===== src/rtl/sync_pattern_detector_if.sv =====
// Capture-path bus between the data source and the sync-pattern detector:
// qualified input word plus the registered write stream and status outputs.
interface sync_pattern_detector_if #(
   parameter int unsigned DW = 16
);
   logic [DW-1:0] DBUS;
   logic          DVALID;
   logic [DW-1:0] DOUT;
   logic          WREN;
   logic          BUSY;
   logic          FRAME_DONE;
   logic          TIMEOUT;
   logic [15:0]   FRAME_CNT;
   logic [15:0]   TMO_CNT;

   modport master (
      output DBUS, DVALID,
      input  DOUT, WREN, BUSY, FRAME_DONE, TIMEOUT, FRAME_CNT, TMO_CNT
   );

   modport slave (
      input  DBUS, DVALID,
      output DOUT, WREN, BUSY, FRAME_DONE, TIMEOUT, FRAME_CNT, TMO_CNT
   );
endinterface


===== src/rtl/sync_pattern_detector.sv =====
// Two-word sync detector and payload gate: SYNC0 then SYNC1 within GAP_MAX cycles
// opens a BURST_LEN-word write stream. Optional frame/timeout counters: SYNC_PATTERN_DETECTOR_STATS_EN.
module sync_pattern_detector #(
   parameter int unsigned    DW        = 16,
   parameter logic [DW-1:0]  SYNC0     = 16'hAAAA,
   parameter logic [DW-1:0]  SYNC1     = 16'h5555,
   parameter int unsigned    GAP_MAX   = 4,
   parameter int unsigned    BURST_LEN = 4
) (
   input logic                  CLK,
   input logic                  RST,
   sync_pattern_detector_if.slave bus
);
   localparam int unsigned GW = $clog2(GAP_MAX + 1);
   localparam int unsigned PW = $clog2(BURST_LEN + 1);
   // gap_q holds (edges since SYNC0) - 1, so the window closes when it reads GAP_MAX-1
   localparam logic [GW-1:0] GAP_LAST = GW'(GAP_MAX - 1);
   localparam logic [PW-1:0] PAY_LAST = PW'(BURST_LEN - 1);

   typedef enum logic [1:0] {
      S_IDLE,
      S_WAIT_SYNC1,
      S_BURST
   } state_e;

   state_e        state_q, state_d;
   logic [GW-1:0] gap_q, gap_d;
   logic [PW-1:0] pay_q, pay_d;
   logic [DW-1:0] dout_q, dout_d;
   logic          wren_q, wren_d;
   logic          busy_q, busy_d;
   logic          frame_done_q, frame_done_d;
   logic          timeout_q, timeout_d;

   logic is_sync0, is_sync1, gap_expired, burst_last;

   assign is_sync0    = bus.DVALID && (bus.DBUS == SYNC0);
   assign is_sync1    = bus.DVALID && (bus.DBUS == SYNC1);
   assign gap_expired = (gap_q == GAP_LAST);
   assign burst_last  = (pay_q == PAY_LAST);

   // NOTE: sequential state uses non-blocking (<=) so every flop samples the
   // pre-edge values; blocking here would create order-dependent races.
   always_ff @(posedge CLK) begin
      if (RST) state_q <= S_IDLE;
      else     state_q <= state_d;
   end

   // NOTE: every always_comb output gets a default before the case so no
   // path leaves it unassigned, which would infer a latch.
   always_comb begin
      state_d = state_q;
      case (state_q)
         S_IDLE: begin
            if (is_sync0) state_d = S_WAIT_SYNC1;
         end
         S_WAIT_SYNC1: begin
            if (is_sync1)         state_d = S_BURST;
            else if (is_sync0)    state_d = S_WAIT_SYNC1;
            else if (gap_expired) state_d = S_IDLE;
         end
         S_BURST: begin
            if (bus.DVALID && burst_last) state_d = S_IDLE;
         end
         default: state_d = S_IDLE;
      endcase
   end

   always_comb begin
      gap_d        = gap_q;
      pay_d        = pay_q;
      dout_d       = dout_q;
      wren_d       = 1'b0;
      frame_done_d = 1'b0;
      timeout_d    = 1'b0;
      case (state_q)
         S_IDLE: begin
            if (is_sync0) gap_d = '0;
         end
         S_WAIT_SYNC1: begin
            if (is_sync1)         pay_d = '0;
            else if (is_sync0)    gap_d = '0;
            else if (gap_expired) timeout_d = 1'b1;
            else                  gap_d = gap_q + 1'b1;
         end
         S_BURST: begin
            if (bus.DVALID) begin
               dout_d       = bus.DBUS;
               wren_d       = 1'b1;
               pay_d        = pay_q + 1'b1;
               frame_done_d = burst_last;
            end
         end
         default: ;
      endcase
      busy_d = (state_d != S_IDLE);
   end

   always_ff @(posedge CLK) begin
      if (RST) begin
         gap_q        <= '0;
         pay_q        <= '0;
         dout_q       <= '0;
         wren_q       <= 1'b0;
         busy_q       <= 1'b0;
         frame_done_q <= 1'b0;
         timeout_q    <= 1'b0;
      end else begin
         gap_q        <= gap_d;
         pay_q        <= pay_d;
         dout_q       <= dout_d;
         wren_q       <= wren_d;
         busy_q       <= busy_d;
         frame_done_q <= frame_done_d;
         timeout_q    <= timeout_d;
      end
   end

   assign bus.DOUT       = dout_q;
   assign bus.WREN       = wren_q;
   assign bus.BUSY       = busy_q;
   assign bus.FRAME_DONE = frame_done_q;
   assign bus.TIMEOUT    = timeout_q;

`ifdef SYNC_PATTERN_DETECTOR_STATS_EN
   logic [15:0] frame_cnt_q, frame_cnt_d;
   logic [15:0] tmo_cnt_q, tmo_cnt_d;

   // Counters step on the same edge as their pulse and stick at all-ones
   always_comb begin
      frame_cnt_d = frame_cnt_q;
      tmo_cnt_d   = tmo_cnt_q;
      if (frame_done_d && (frame_cnt_q != 16'hFFFF)) frame_cnt_d = frame_cnt_q + 16'd1;
      if (timeout_d && (tmo_cnt_q != 16'hFFFF))      tmo_cnt_d   = tmo_cnt_q + 16'd1;
   end

   always_ff @(posedge CLK) begin
      if (RST) begin
         frame_cnt_q <= '0;
         tmo_cnt_q   <= '0;
      end else begin
         frame_cnt_q <= frame_cnt_d;
         tmo_cnt_q   <= tmo_cnt_d;
      end
   end

   assign bus.FRAME_CNT = frame_cnt_q;
   assign bus.TMO_CNT   = tmo_cnt_q;
`else
   assign bus.FRAME_CNT = '0;
   assign bus.TMO_CNT   = '0;
`endif

endmodule


===== src/flat_wrapper.sv =====
// flat-port wrapper written by rule: the top's interface ports become plain ports
module sync_pattern_detector_flat 
#(
   parameter int unsigned    DW        = 16,
   parameter logic [DW-1:0]  SYNC0     = 16'hAAAA,
   parameter logic [DW-1:0]  SYNC1     = 16'h5555,
   parameter int unsigned    GAP_MAX   = 4,
   parameter int unsigned    BURST_LEN = 4
)
  (CLK, RST, bus_DBUS, bus_DVALID, bus_DOUT, bus_WREN, bus_BUSY, bus_FRAME_DONE, bus_TIMEOUT, bus_FRAME_CNT, bus_TMO_CNT);
  sync_pattern_detector_if #(.DW(DW)) bus_i ();
  input logic CLK;
  input logic RST;
  input wire logic [$bits(bus_i.DBUS)-1:0] bus_DBUS;
  input wire logic [$bits(bus_i.DVALID)-1:0] bus_DVALID;
  output wire logic [$bits(bus_i.DOUT)-1:0] bus_DOUT;
  output wire logic [$bits(bus_i.WREN)-1:0] bus_WREN;
  output wire logic [$bits(bus_i.BUSY)-1:0] bus_BUSY;
  output wire logic [$bits(bus_i.FRAME_DONE)-1:0] bus_FRAME_DONE;
  output wire logic [$bits(bus_i.TIMEOUT)-1:0] bus_TIMEOUT;
  output wire logic [$bits(bus_i.FRAME_CNT)-1:0] bus_FRAME_CNT;
  output wire logic [$bits(bus_i.TMO_CNT)-1:0] bus_TMO_CNT;
  assign bus_i.DBUS = bus_DBUS;
  assign bus_i.DVALID = bus_DVALID;
  assign bus_DOUT = bus_i.DOUT;
  assign bus_WREN = bus_i.WREN;
  assign bus_BUSY = bus_i.BUSY;
  assign bus_FRAME_DONE = bus_i.FRAME_DONE;
  assign bus_TIMEOUT = bus_i.TIMEOUT;
  assign bus_FRAME_CNT = bus_i.FRAME_CNT;
  assign bus_TMO_CNT = bus_i.TMO_CNT;
  sync_pattern_detector #(.DW(DW), .SYNC0(SYNC0), .SYNC1(SYNC1), .GAP_MAX(GAP_MAX), .BURST_LEN(BURST_LEN)) u_core (.CLK(CLK), .RST(RST), .bus(bus_i));
endmodule

===== config.mk =====
export PLATFORM = sky130hd
export DESIGN_NAME = sync_pattern_detector_flat
export DESIGN_NICKNAME = d
export VERILOG_FILES = /design/src/rtl/sync_pattern_detector_if.sv /design/src/rtl/sync_pattern_detector.sv /design/src/flat_wrapper.sv
export SDC_FILE = /design/constraint.sdc
export NUM_CORES = 1
export LEC_CHECK = 0
export CAP_MARGIN = 0
export CORE_MARGIN = 10
export CORE_UTILIZATION = 40
export DETAILED_ROUTE_END_ITERATION = 7
export PLACE_DENSITY = 0.79
export REMOVE_ABC_BUFFERS = 1
export SLEW_MARGIN = 25
export SYNTH_ARGS = -nofsm -noshare
export SYNTH_HDL_FRONTEND = slang
export SYNTH_SLANG_ARGS = --single-unit

===== constraint.sdc =====
create_clock -name CLK -period 2.05 [get_ports CLK]
set_input_delay 0.5125 -clock CLK [delete_from_list [all_inputs] [get_ports CLK]]
set_output_delay 0.5125 -clock CLK [all_outputs]
set_load 0.1 [all_outputs]

### Word level (Yosys, flattened, before mapping)

Index checks and enable logic that the tools add are counted.

| word-level totals | value |
|---|---|
| bits in registers | 28 |
| bits in latches | 0 |
| memory bits (writable) | 0 |
| memory bits (read-only) | 0 |
| input bits | 19 |
| output and inout bits | 52 |
| memories kept | 0 |

| cells by class | value |
|---|---|
| add/subtract/negate cells | 2 |
| multiply operators | 0 |
| div/mod/pow operators | 0 |
| $lt $le $gt $ge | 0 |
| eq/ne operators | 11 |
| shifts and indexed selects | 0 |
| mux-type cells | 16 |
| bitwise gates (word level) | 3 |
| reductions and logical operators | 13 |

Operators with widths:

| cell | number |
|---|---|
| $mux W3 | 6 |
| $eq A16 B15 Y1 const B | 1 |
| $eq A16 B16 Y1 const B | 1 |
| $pmux W3 S2 | 2 |
| $mux W2 | 5 |
| $add A3 B1 Y3 const B | 2 |
| $eq A3 B2 Y1 const B | 2 |
| $pmux W2 S3 | 1 |
| $reduce_bool A2 Y1 | 3 |
| $ne A2 B1 Y1 const B | 2 |
| $ne A2 B2 Y1 const B | 2 |
| $reduce_and A4 Y1 | 1 |
| $reduce_or A4 Y1 | 1 |
| $logic_and A1 B1 Y1 | 3 |
| $ne A3 B2 Y1 const B | 1 |
| $not A1 Y1 | 3 |
| $reduce_and A3 Y1 | 1 |
| $reduce_or A3 Y1 | 1 |
| $eq A2 B1 Y1 const B | 1 |
| $eq A2 B2 Y1 const B | 1 |
| $logic_not A2 Y1 | 1 |
| $mux W1 | 2 |
| $reduce_and A2 Y1 | 1 |
| $reduce_or A2 Y1 | 1 |

### Logic depth before layout (Yosys ltp)

Gate-level depths: netlist of the first run.

| logic depth | value |
|---|---|
| depth after elaboration | 6 |
| depth in mapped cells | 6 |

### Worst setup path before layout of the first run

No wires, ideal clock.

| timing | value |
|---|---|
| kind | input -> register |
| from | input port bus_DBUS[12] |
| to | register u_core.gap_q[0] |
| library setup time | 0.121 ns |
| arrival | 1.677 ns |
| data required time | 1.929 ns |
| path slack | 0.252 ns |
| stages on the path | 5 |
| cell sequence | nand4bb_1 nor3_2 nand4_1 a221o_2 mux2_4 |

| between the ends | value |
|---|---|
| cells in the longest elaborated chain, start to end | 5 |
| elaborated cells between the ends (all ways) | 11 |

Ends and longest elaborated chain:

| item | line | source |
|---|---|---|
| from (decl) | flat_wrapper.sv:14 | `input wire logic [$bits(bus_i.DBUS)-1:0] bus_DBUS;` |
| $eq A16 B16 Y1 | sync_pattern_detector.sv:37 | `assign is_sync0 = bus.DVALID && (bus.DBUS == SYNC0);` |
| $logic_and A1 B1 Y1 | sync_pattern_detector.sv:37 |  |
| $mux W3 | sync_pattern_detector.sv:82 | `else if (is_sync0) gap_d = '0;` |
| $mux W3 | sync_pattern_detector.sv:81 | `if (is_sync1) pay_d = '0;` |
| $pmux W3 S2 | sync_pattern_detector.sv:76 | `case (state_q)` |
| to (signal assigned) | sync_pattern_detector.sv:109 | `gap_q <= gap_d;` |
| to (decl) | sync_pattern_detector.sv:27 | `logic [GW-1:0] gap_q, gap_d;` |

Several ways; a longest one is shown, not always the timed one. The select of a mux whose other input is x is not followed.
A chain may end at the register's enable or synchronous reset.

### Worst setup path in the final report of the first run

Same ends and word-level chain as after synthesis.

==> reports/qor.txt, run 1 <==
Clock latency at the later pin of the worst-skew pair: 340 ps
Max Clock Skew: 14.8 ps
H-Tree Depth: 1
Synth top area cells: dfxtp_1 39%, buf_4 17%, nand2_1 9.6%, a21oi_1 6.9%, ha_1 3.4%
Commonest cells post-synth: 37 x nand2_1, 32 x buf_4, 28 x dfxtp_1
Routing usage on met3: 0.0445
WL final: 3.48 mm
Routability cong.: 0.765
N_diodes: 0
Cell Rows: 21
Final min period: 2010 ps
Post_cts resized: 0
Startpoint types: input pin
Final non-filler cell total: 263
Total GRT Usage: 0.105
Antenna-violating nets left: 0
Maximum fanout along the worst path: 4
PwrDens: 682 nW/µm²
Wire per inst: 13.2 µm
Netlist Area Pre-Place: 1450 µm²
R2r setup slk: 320 ps
Endpoints failing hold: 0
Register area: 561 µm²
CTS Sinks: 28
Largest net degree at the start of global routing: 27
Total CTS buffers: 3
Iteration-0 DRC Markers: 31
Peak VDD IR: 0.464 mV
Post-DP HPWL: 2.82 mm
Starting Density: 0.426
Critical path class: in -> reg
Initial antenna violation count: 0
Die area: 6450 µm²
NumNets Final: 241
Synth Instances: 174
Most frequent cell after synthesis: nand2_1
#FFs+latches synth: 28
Drt drc: 0
Drt pass-1 iters: 4
CTS tree: done
Remaining global-route overflow: 0
Multi-input logic area: 731 µm²
Worst hold-check path type: reg -> reg
Slowest Stage Delay on Critical Path: 470 ps
Synth Warn #: 0
Met2 usage: 0.182
DR vias/cell: 4.49
Ys flop type: dfxtp_1
Post-synth top area share: 0.386
Fill count: 354
Postcts setup bufs: 0
Synth unique cells: 32
Area leader, netlist: dfxtp_1
Leak: 0.000768 µW
Root Driver: clkbuf_4
Critical Path AT: 2250 ps
Fmax: 497 MHz
Post-synth ARST share: 0
Critical path capture point type: register
WP buf/inv: 1
# IOs: 71
RSZ-0062 raised after global routing: false
Fin crit share: 0.982
CP Cell Sequence: clkdlybuf4s50_1 -> nand4bb_1 -> nor3_2 -> nand4_1 -> a221o_2 -> mux2_4
Vias in the first global route: 1,227
Seq/Total Area, Yosys: 0.386
Avg Inst Size Synth: 8.36 µm²
Fin area: 1810 µm²
Endpoints failing setup: 0
GR Layer Usage met1: 0.116
Status: finished clean
Slew Limit Fails: 0
Busiest layer in global routing: met2
Longest Clk Path Bufs: 2
Die Y: 80.3 µm
Max-cap violations: 0
PortBufs: 38
Core Area: 3420 µm²
Number of synthesized flops with an enable pin: 0
Clock slew at reported path FFs: 160 ps
First-pass GRT wire length: 5.57 mm
Worst path slowest cell: a221o_2
Area Growth Syn to Fin: 24.5%
Placed instance count: 259
Layout cell share with drive strength beyond 1: 0.189
DP Area: 1760 µm²
Critical path's top delay family: simple AND/OR/NAND/NOR gates
WP data required: 2280 ps
Via count: 1,180
Post-CTS Hold Buffers: 0
Die X: 80.3 µm
placed cells by master (no fill, tap or decap):
master           instances
and4bb_2                 1
o21a_1                   1
or4b_4                   1
clkbuf_4                 3
nand4b_1                 1
nor3_2                   1
or3b_1                   1
buf_4                   29
conb_1                  32
a31o_2                   1
a31oi_1                  1
nand4_1                  1
and4bb_1                 1
nand2b_1                 3
mux2_4                   3
nor2b_1                  4
bufinv_16                1
a221o_2                  1
clkdlybuf4s50_1         18
and3b_1                  1
nand4bb_1                2
a21oi_1                 20
and2_1                   3
dfxtp_1                 28
inv_1                    3
nand2_1                 37
o31ai_1                  1
nor2_1                   9
nor3_1                   1
ha_1                     4
and4b_1                  2
nand3_1                  2
routing by layer:
layer / routed length, µm / vias to the layer above
li1: - / 595
met5: 0 / -
met4: 12 / 0
met3: 323 / 2
met2: 1710 / 43
met1: 1430 / 540
cell type report:
class | instances | area share
sequential | 28 | 0.310
clock inverter | 1 | 0.0166
multi-input combinational | 135 | 0.404
inverter | 3 | 0.00622
timing repair buffer | 47 | 0.220
tap | 46 | 0.0318
clock buffer | 3 | 0.0124
flip-flops by register name, indices dropped and copies added, names as in the netlist:
name and flops:
u_core.bus.DOUT 16, u_core.bus.FRAME_DONE 1, u_core.bus.WREN 1, u_core.state_q 2
u_core.pay_q 3, u_core.bus.BUSY 1, u_core.gap_q 3, u_core.bus.TIMEOUT 1
cells by family (layout without fill, tap and decap cells):
kind of cell	after synthesis	in the layout	synth area share
DFF	28	28	0.386
other	1	32	0.00258
and+or+nand+nor	71	71	0.257
buffers and inverters	42	54	0.192
muxes	3	3	0.0310
adders and majority gates	4	4	0.0344
AOI/OAI and AO/OA	25	25	0.0973
final timing paths:
| path | depth (start not counted) | from | to |
|---|---|---|---|
| worst max-delay path | 6 | bus_DBUS[12] | u_core.gap_q[0]$_SDFFE_PP0P_ |
| worst min-delay path | 2 | u_core.bus.DOUT[7]$_SDFFE_PP0P_ | u_core.bus.DOUT[7]$_SDFFE_PP0P_ |
| worst max register to register | 5 | u_core.gap_q[0]$_SDFFE_PP0P_ | u_core.gap_q[0]$_SDFFE_PP0P_ |
| worst min register to register | 2 | u_core.bus.DOUT[7]$_SDFFE_PP0P_ | u_core.bus.DOUT[7]$_SDFFE_PP0P_ |
where the power goes:
part / internal (µW) / leakage [µW] / total [µW] / switching, µW
logic: 42.8 / 0.000515 / 325 / 282
clock network: 198 / 0.0000279 / 366 / 168
registers: 545 / 0.000225 / 545 / 0.000436
total: 785 / 0.000768 / 1230 / 450
per-stage QoR:
step | TNS [ps] | util | power (µW) | hold slack (ps) | setup slack [ps]
after detailed placement | -1760 | 0.515 | 877 | 447 | -315
final | 0 | 0.530 | 1230 | 465 | 37.9
after global routing | 0 | 0.530 | 1270 | 480 | 1.08
after global placement | -1540 | 0.515 | 876 | 442 | -271
after CTS | 0 | 0.530 | 1240 | 467 | 65.6
after floorplan | 0 | - | 818 | 441 | 252
tightest hold or removal path, stage by stage (launching register included):
cell     delay (ps)
dfxtp_1         340
nand2_1          50
a21oi_1          50
Note: power is estimated with default switching activity, not from simulation.
==> inputs of run 2 (changes only) <==
--- a/config.mk
+++ b/config.mk
@@ -7,9 +7,10 @@
 export LEC_CHECK = 0
 export CAP_MARGIN = 0
 export CORE_MARGIN = 10
-export CORE_UTILIZATION = 40
+export CORE_UTILIZATION = 42
+export CTS_BUF_LIST = sky130_fd_sc_hd__clkbuf_8
 export DETAILED_ROUTE_END_ITERATION = 7
-export PLACE_DENSITY = 0.79
+export PLACE_DENSITY = 0.83
 export REMOVE_ABC_BUFFERS = 1
 export SLEW_MARGIN = 25
 export SYNTH_ARGS = -nofsm -noshare
==> run 2 against run 1 <==
  * Routed wire length rose by 3.2%
  * Clock power fell by 6.0%
  * Flip-flop and latch count did not move
==> reports/qor.txt, run 2 (synthesis results as in run 1) <==
Most common cell after layout, fill and taps aside: nand2_1 (unchanged)
Clock latency at the later pin of the worst-skew pair: 280 ps (was 340 ps)
Final min period: 2040 ps (was 2010 ps)
Routability cong.: 0.818 (was 0.765)
Largest net degree at the start of global routing: 27 (unchanged)
Iteration-0 DRC Markers: 24 (was 31)
Max-cap violations: 0 (unchanged)
Endpoints failing setup: 0 (unchanged)
WL final: 3.59 mm (was 3.48 mm)
Layout cell share with drive strength beyond 1: 0.224 (was 0.189)
CTS Sinks: 28 (unchanged)
Initial antenna violation count: 0 (unchanged)
Drt drc: 0 (unchanged)
DR vias/cell: 4.64 (was 4.49)
Remaining global-route overflow: 0 (unchanged)
Fin area: 1910 µm² (was 1810 µm²)
Comb pwr share: 0.272 (was 0.263)
# IOs: 71 (unchanged)
Die X: 78.8 µm (was 80.3 µm)
Startpoint types: input pin (unchanged)
Slew Limit Fails: 0 (unchanged)
Root Driver: clkbuf_8 (was clkbuf_4)
Wire per inst: 13.3 µm (was 13.2 µm)
Endpoints failing hold: 0 (unchanged)
Vias in the first global route: 1,221 (was 1,227)
Critical path capture point type: register (unchanged)
Total GRT Usage: 0.105 (about the same)
Critical path class: in -> reg (unchanged)
Most frequent cells in the layout: 37 x nand2_1, 35 x buf_4, 32 x conb_1 (was 37 x nand2_1, 32 x conb_1, 29 x buf_4)
DP Area: 1780 µm² (was 1760 µm²)
PortBufs: 38 (unchanged)
Placed instance count: 262 (was 259)
Clock slew at reported path FFs: 90 ps (was 160 ps)
CTS tree: done (unchanged)
N_diodes: 0 (unchanged)
Via count: 1,247 (was 1,180)
Post-Route Setup TNS: 0 ps (unchanged)
Worst hold-check path type: reg -> reg (unchanged)
Hold EP: u_core.bus.DOUT[14]$_SDFFE_PP0P_ (was u_core.bus.DOUT[7]$_SDFFE_PP0P_)
R2r worst-path depth: 5 (unchanged)
Total CTS buffers: 3 (unchanged)
Sequential Power Share: 0.446 (was 0.441)
Core Util, Final: 0.571 (was 0.530)
R2r setup slk: 290 ps (was 320 ps)
First-pass GRT wire length: 5.39 mm (was 5.57 mm)
Largest register FFs: 16 (unchanged)
Hold Path Depth: 2 (unchanged)
Longest Clk Path Bufs: 2 (unchanged)
Internal power: 762 µW (was 785 µW)
Leak: 0.000858 µW (was 0.000768 µW)
Die Y: 78.8 µm (was 80.3 µm)
WP data required: 2220 ps (was 2280 ps)
Antenna-violating nets left: 0 (unchanged)
Worst reg2reg path startpoint: u_core.gap_q[0]$_SDFFE_PP0P_ (unchanged)
Fin crit share: 0.993 (was 0.982)
Max Clock Skew: 1.58 ps (was 14.8 ps)
Die area: 6210 µm² (was 6450 µm²)
Post-CTS Hold Buffers: 0 (unchanged)
H-Tree Depth: 1 (unchanged)
Net switching power: 456 µW (was 450 µW)
Sw Ratio: 0.374 (was 0.364)
Clock power share: 0.282 (was 0.296)
Drt pass-1 iters: 4 (unchanged)
Hold Crit Start: u_core.bus.DOUT[14]$_SDFFE_PP0P_ (was u_core.bus.DOUT[7]$_SDFFE_PP0P_)
Maximum fanout along the worst path: 4 (unchanged)
Peak VDD IR: 0.391 mV (was 0.464 mV)
Area Growth Syn to Fin: 31.2% (was 24.5%)
Fmax: 491 MHz (was 497 MHz)
Status: finished clean (unchanged)
Critical Path AT: 2200 ps (was 2250 ps)
Post-DP HPWL: 2.74 mm (was 2.82 mm)
PwrDens: 639 nW/µm² (was 682 nW/µm²)
Final non-filler cell total: 269 (was 263)
R2R Path End: u_core.gap_q[0]$_SDFFE_PP0P_ (unchanged)
NumNets Final: 247 (was 241)
Core Area: 3340 µm² (was 3420 µm²)
Starting Density: 0.436 (was 0.426)
Cell Rows: 21 (unchanged)
[run 2: cell count changes in the layout (fill, tap and decap cells not counted), moves of 3 or more]
cell / before / now
buf_4: 29 / 35
clkdlybuf4s50_1: 18 / 12
dlymetal6s2s_1: 0 / 6
clkbuf_8: 0 / 4
clkbuf_4: 3 / 0
[run 2: critical path, cell delays in order]
cell and delay (ps):
clkdlybuf4s50_1 440, or3b_4 400, or4b_4 590, a31oi_4 200, nor2_1 60
[run 2: cell type report]
| type | count | area [µm²] |
|---|---|---|
| Multi-Input combinational cell | 135 | 764 |
| Fill cell | 300 | 1430 |
| Timing Repair Buffer | 53 | 458 |
| Clock buffer | 4 | 55.1 |
| Tap cell | 46 | 57.6 |
| Inverter | 3 | 11.3 |
| Sequential cell | 28 | 561 |
[run 2: stage by stage]
stage          setup slack, ps  hold WS, ps  power [µW]
2_1_floorplan              252          441         818
6_report                  13.8          461        1220
3_3_place_gp              -286          444         879
3_5_place_dp              -289          450         879
5_1_grt                  -30.6          481        1260
4_1_cts                   9.52          465        1220
[run 2: worst max-delay path by stage]
stage,start,endpoint,slack [ps]
after detailed placement,bus_DBUS[12],u_core.gap_q[1]$_SDFFE_PP0P_,-290
after CTS,bus_DBUS[12],u_core.gap_q[2]$_SDFFE_PP0P_,10
after global routing,bus_DBUS[3],u_core.pay_q[2]$_SDFFE_PP0P_,-30
final,bus_DBUS[7],u_core.pay_q[2]$_SDFFE_PP0P_,10
after floorplan,bus_DBUS[12],u_core.gap_q[0]$_SDFFE_PP0P_,250
after global placement,bus_DBUS[12],u_core.gap_q[0]$_SDFFE_PP0P_,-290
[run 2: timing repair]
item	CTS	global route
gates resized for setup	0	10
setup endpoints to repair	0	4
setup buffers	0	3
[run 2: metal layers]
layer  track usage  vias to the layer above  wire length (µm)
li1              -                      611                 -
met1         0.118                      581              1520
met2         0.167                       50              1700
met3        0.0529                        5               331
met4        0.0376                        0                38
met5             0                        -                 0
[run 2: power groups by stage]
stage | clock, µW | combinational, µW | sequential, µW
after floorplan | 0 | 262 | 556
after global placement | 0 | 322 | 556
after detailed placement | 0 | 323 | 556
after CTS | 350 | 323 | 543
after global routing | 372 | 340 | 544
final | 344 | 331 | 543
==> patch (config.mk and constraints of run 1) <==
`SYNC0` is set to 16'hAAAA in 2 places; all go to 16'h7FFF.
--- a/src/rtl/sync_pattern_detector.sv
+++ b/src/rtl/sync_pattern_detector.sv
@@ -2,7 +2,7 @@
 // opens a BURST_LEN-word write stream. Optional frame/timeout counters: SYNC_PATTERN_DETECTOR_STATS_EN.
 module sync_pattern_detector #(
    parameter int unsigned    DW        = 16,
-   parameter logic [DW-1:0]  SYNC0     = 16'hAAAA,
+   parameter logic [DW-1:0]  SYNC0     = 16'h7FFF,
    parameter logic [DW-1:0]  SYNC1     = 16'h5555,
    parameter int unsigned    GAP_MAX   = 4,
    parameter int unsigned    BURST_LEN = 4
--- a/src/flat_wrapper.sv
+++ b/src/flat_wrapper.sv
@@ -2,7 +2,7 @@
 module sync_pattern_detector_flat 
 #(
    parameter int unsigned    DW        = 16,
-   parameter logic [DW-1:0]  SYNC0     = 16'hAAAA,
+   parameter logic [DW-1:0]  SYNC0     = 16'h7FFF,
    parameter logic [DW-1:0]  SYNC1     = 16'h5555,
    parameter int unsigned    GAP_MAX   = 4,
    parameter int unsigned    BURST_LEN = 4
Formal check against the unedited RTL: not equivalent (a bounded check fails within 4 cycles, from zero or initial values and one cycle with RST high).
==> patch against run 1 <==
Global-route usage decreased by 0.29 points. Sequential cell count unchanged. Synthesized area decreased by 2.2%. Power decreased by 7.3%. Design area increased by 1.8%. Die area decreased by 1.7%. Cell count increased by 1.9%. Routed wire length decreased by 2.4%. Critical path depth unchanged. Setup slack improved by 0.12 ns. Sequential share of layout area decreased by 0.55 points. Largest cell class unchanged.
==> patch: results (changes against run 1) <==
Placed design
  – Half-perimeter wire length of the detailed placement result: 2.80 mm (-0.60%)
  – Cell area after placement: 1790 um^2 (+1.8%)
  – Placed Cells: 263 (+1.5%)
  – Total of buffers placed on input and output ports: 38 (unchanged)
  – GP Congestion: 0.794 (+3.9%)

Synthesis
  – Syn_area_per_cell: 8.41 um^2 (+0.65%)
  – Share of the synthesized area in compound gates (AO/OA/AOI/OAI): 11.0% (+1.3 points)
  – Ys async rst share: 0% (unchanged)
  – Count of cell types in the netlist: 31 (-3.1%)
  – Synth warnings: 0 (unchanged)
  – Adder-cell share of the synthesized area: 3.52% (+0.079 points)
  – Synth Flop Type: sky130_fd_sc_hd__dfxtp_1
  – Synth top area cells: sky130_fd_sc_hd__dfxtp_1 39%, sky130_fd_sc_hd__buf_4 17%, sky130_fd_sc_hd__nand2_1 11%, sky130_fd_sc_hd__a21oi_1 6.7%, sky130_fd_sc_hd__ha_1 3.5%
  – Commonest cells post-synth: 40 x sky130_fd_sc_hd__nand2_1, 32 x sky130_fd_sc_hd__buf_4, 28 x sky130_fd_sc_hd__dfxtp_1
  – Sequential-to-total area share from yosys stat: 39.4% (+0.88 points)
  – Mux share of post-synthesis cell area: 2.11% (-0.99 points)

Global routing
  – Number of global-route vias before repair: 1199 (-2.3%)
  – First-pass GRT wire length: 5.40 mm (-3.0%)
  – GR Util All Layers: 10.2% (-0.29 points)
  – Maximum number of pins on one net before global-route repair: 18 (-33%)
  – Number of antenna violations at the first check in global routing: 0 (unchanged)

Cells and area
  – Layout cells sized above 1: 23.0% (+4.1 points)
  – Count of fill cells added during filler insertion: 327 (-7.6%)
  – N_diodes: 0 (unchanged)
  – Max FFs per register: 16 (unchanged)
  – Layout Nets: 246 (+2.1%)
  – Non-filler instance count after layout: 268 (+1.9%)

Detailed routing
  – Drt total wl: 3.39 mm (-2.4%)
  – Number of iterations in the first detailed-routing pass: 5 (+1)
  – Violation count after the first detailed-route iteration: 76 (+150%)
  – Post-detailed-route via-to-cell ratio: 4.49 (about the same)

Clock network
  – Max Root-Sink Buffers: 2 (unchanged)
  – Num CTS Buffers: 3 (unchanged)
  – Post-CTS Hold Buffers: 0 (unchanged)
  – CTS Root Buffer Type: sky130_fd_sc_hd__clkbuf_4
  – Clock latency on the worst-skew pair: 0.33 ns
  – H-tree depth: 1 (unchanged)
  – Clock-pin slew on the worst setup and hold paths: 0.15 ns

Worst setup path
  – Maximum fanout count along the critical path: 4 (unchanged)
  – Top delay family on crit path: compound AO/OA/AOI/OAI gates
  – Highest cell delay on the worst timing path: 0.42 ns (-0.05 ns)
  – Critical-path top delay cell: sky130_fd_sc_hd__clkdlybuf4s50_1

Pwr
  – IR Drop Worst-Case VDD: 0.358 mV (-23%)
  – Fraction of power consumed by the clock network: 23.5% (-6.1 points)
  – Net Switching: 444 uW (-1.2%)
  – Power of the sequential group: 544 uW (about the same)
  – Leakage power of the design: 0.803 nW (+4.6%)

Timing
  – Final worst clock skew: 0.00617 ns (-0.00867 ns)

Run status
  – Status: finished, final reports clean

Hold path
  – Type of the worst min-delay path: flop to flop
[patch: changes by cell type in the layout (fill, tap and decap cells not counted), moves of 3 or more]
cell / delta
sky130_fd_sc_hd__mux2i_1: +3
sky130_fd_sc_hd__mux2_4: -3
sky130_fd_sc_hd__clkdlybuf4s50_1: -4
sky130_fd_sc_hd__dlymetal6s2s_1: +4
sky130_fd_sc_hd__nor2_1: -4
sky130_fd_sc_hd__nand2_1: +3
sky130_fd_sc_hd__nor2b_1: -3
sky130_fd_sc_hd__buf_4: +9
[patch: final timing paths]
check,slack [ns],cells past startpoint,from,to
worst max-delay path,0.16,6,bus_DBUS[15],u_core.gap_q[0]$_SDFFE_PP0P_
worst min-delay path,0.46,2,u_core.bus.DOUT[2]$_SDFFE_PP0P_,u_core.bus.DOUT[2]$_SDFFE_PP0P_
worst max register to register,0.48,6,u_core.gap_q[0]$_SDFFE_PP0P_,u_core.gap_q[0]$_SDFFE_PP0P_
worst min register to register,0.46,2,u_core.bus.DOUT[2]$_SDFFE_PP0P_,u_core.bus.DOUT[2]$_SDFFE_PP0P_
[patch: worst register-to-register path: stages, from the launching register on]
cell and delay (ns):
sky130_fd_sc_hd__dfxtp_1 0.36, sky130_fd_sc_hd__ha_1 0.20, sky130_fd_sc_hd__ha_1 0.19, sky130_fd_sc_hd__nor2b_1 0.10, sky130_fd_sc_hd__a21oi_1 0.07, sky130_fd_sc_hd__a211oi_2 0.38
sky130_fd_sc_hd__mux2i_1 0.22
[patch: routing by layer]
| metal | up-vias | wire length, um | global-route usage [%] |
|---|---|---|---|
| met3 | 8 | 400 | 3.49 |
| met1 | 525 | 1370 | 11.3 |
| li1 | 605 | - | - |
| met5 | - | 0 | 0 |
| met2 | 65 | 1540 | 17.2 |
| met4 | 0 | 81 | 5.02 |
[patch: through the flow]
| stage | setup slack, ns | hold WS (ns) | power [mW] | utilization [%] |
|---|---|---|---|---|
| 2_1_floorplan | 0.276 | 0.441 | 0.817 | - |
| 3_3_place_gp | -0.213 | 0.441 | 0.883 | 52.8 |
| 3_5_place_dp | -0.262 | 0.448 | 0.884 | 52.8 |
| 4_1_cts | 0.0810 | 0.467 | 1.15 | 53.9 |
| 5_1_grt | 0.0598 | 0.479 | 1.18 | 54.4 |
| 6_report | 0.163 | 0.464 | 1.14 | 54.4 |
[patch: cell type report]
type / count / area share, %
Tap cell: 46 / 3.12
Inverter: 2 / 0.407
Multi-Input combinational cell: 132 / 38.3
Sequential cell: 28 / 30.4
Clock buffer: 4 / 1.97
Timing Repair Buffer: 56 / 25.8
[patch: timing repair]
action / 4_1_cts / 5_1_grt
endpoints found under the setup margin: 0 / 1
resized for setup: 0 / 4
setup buffers: 0 / 1
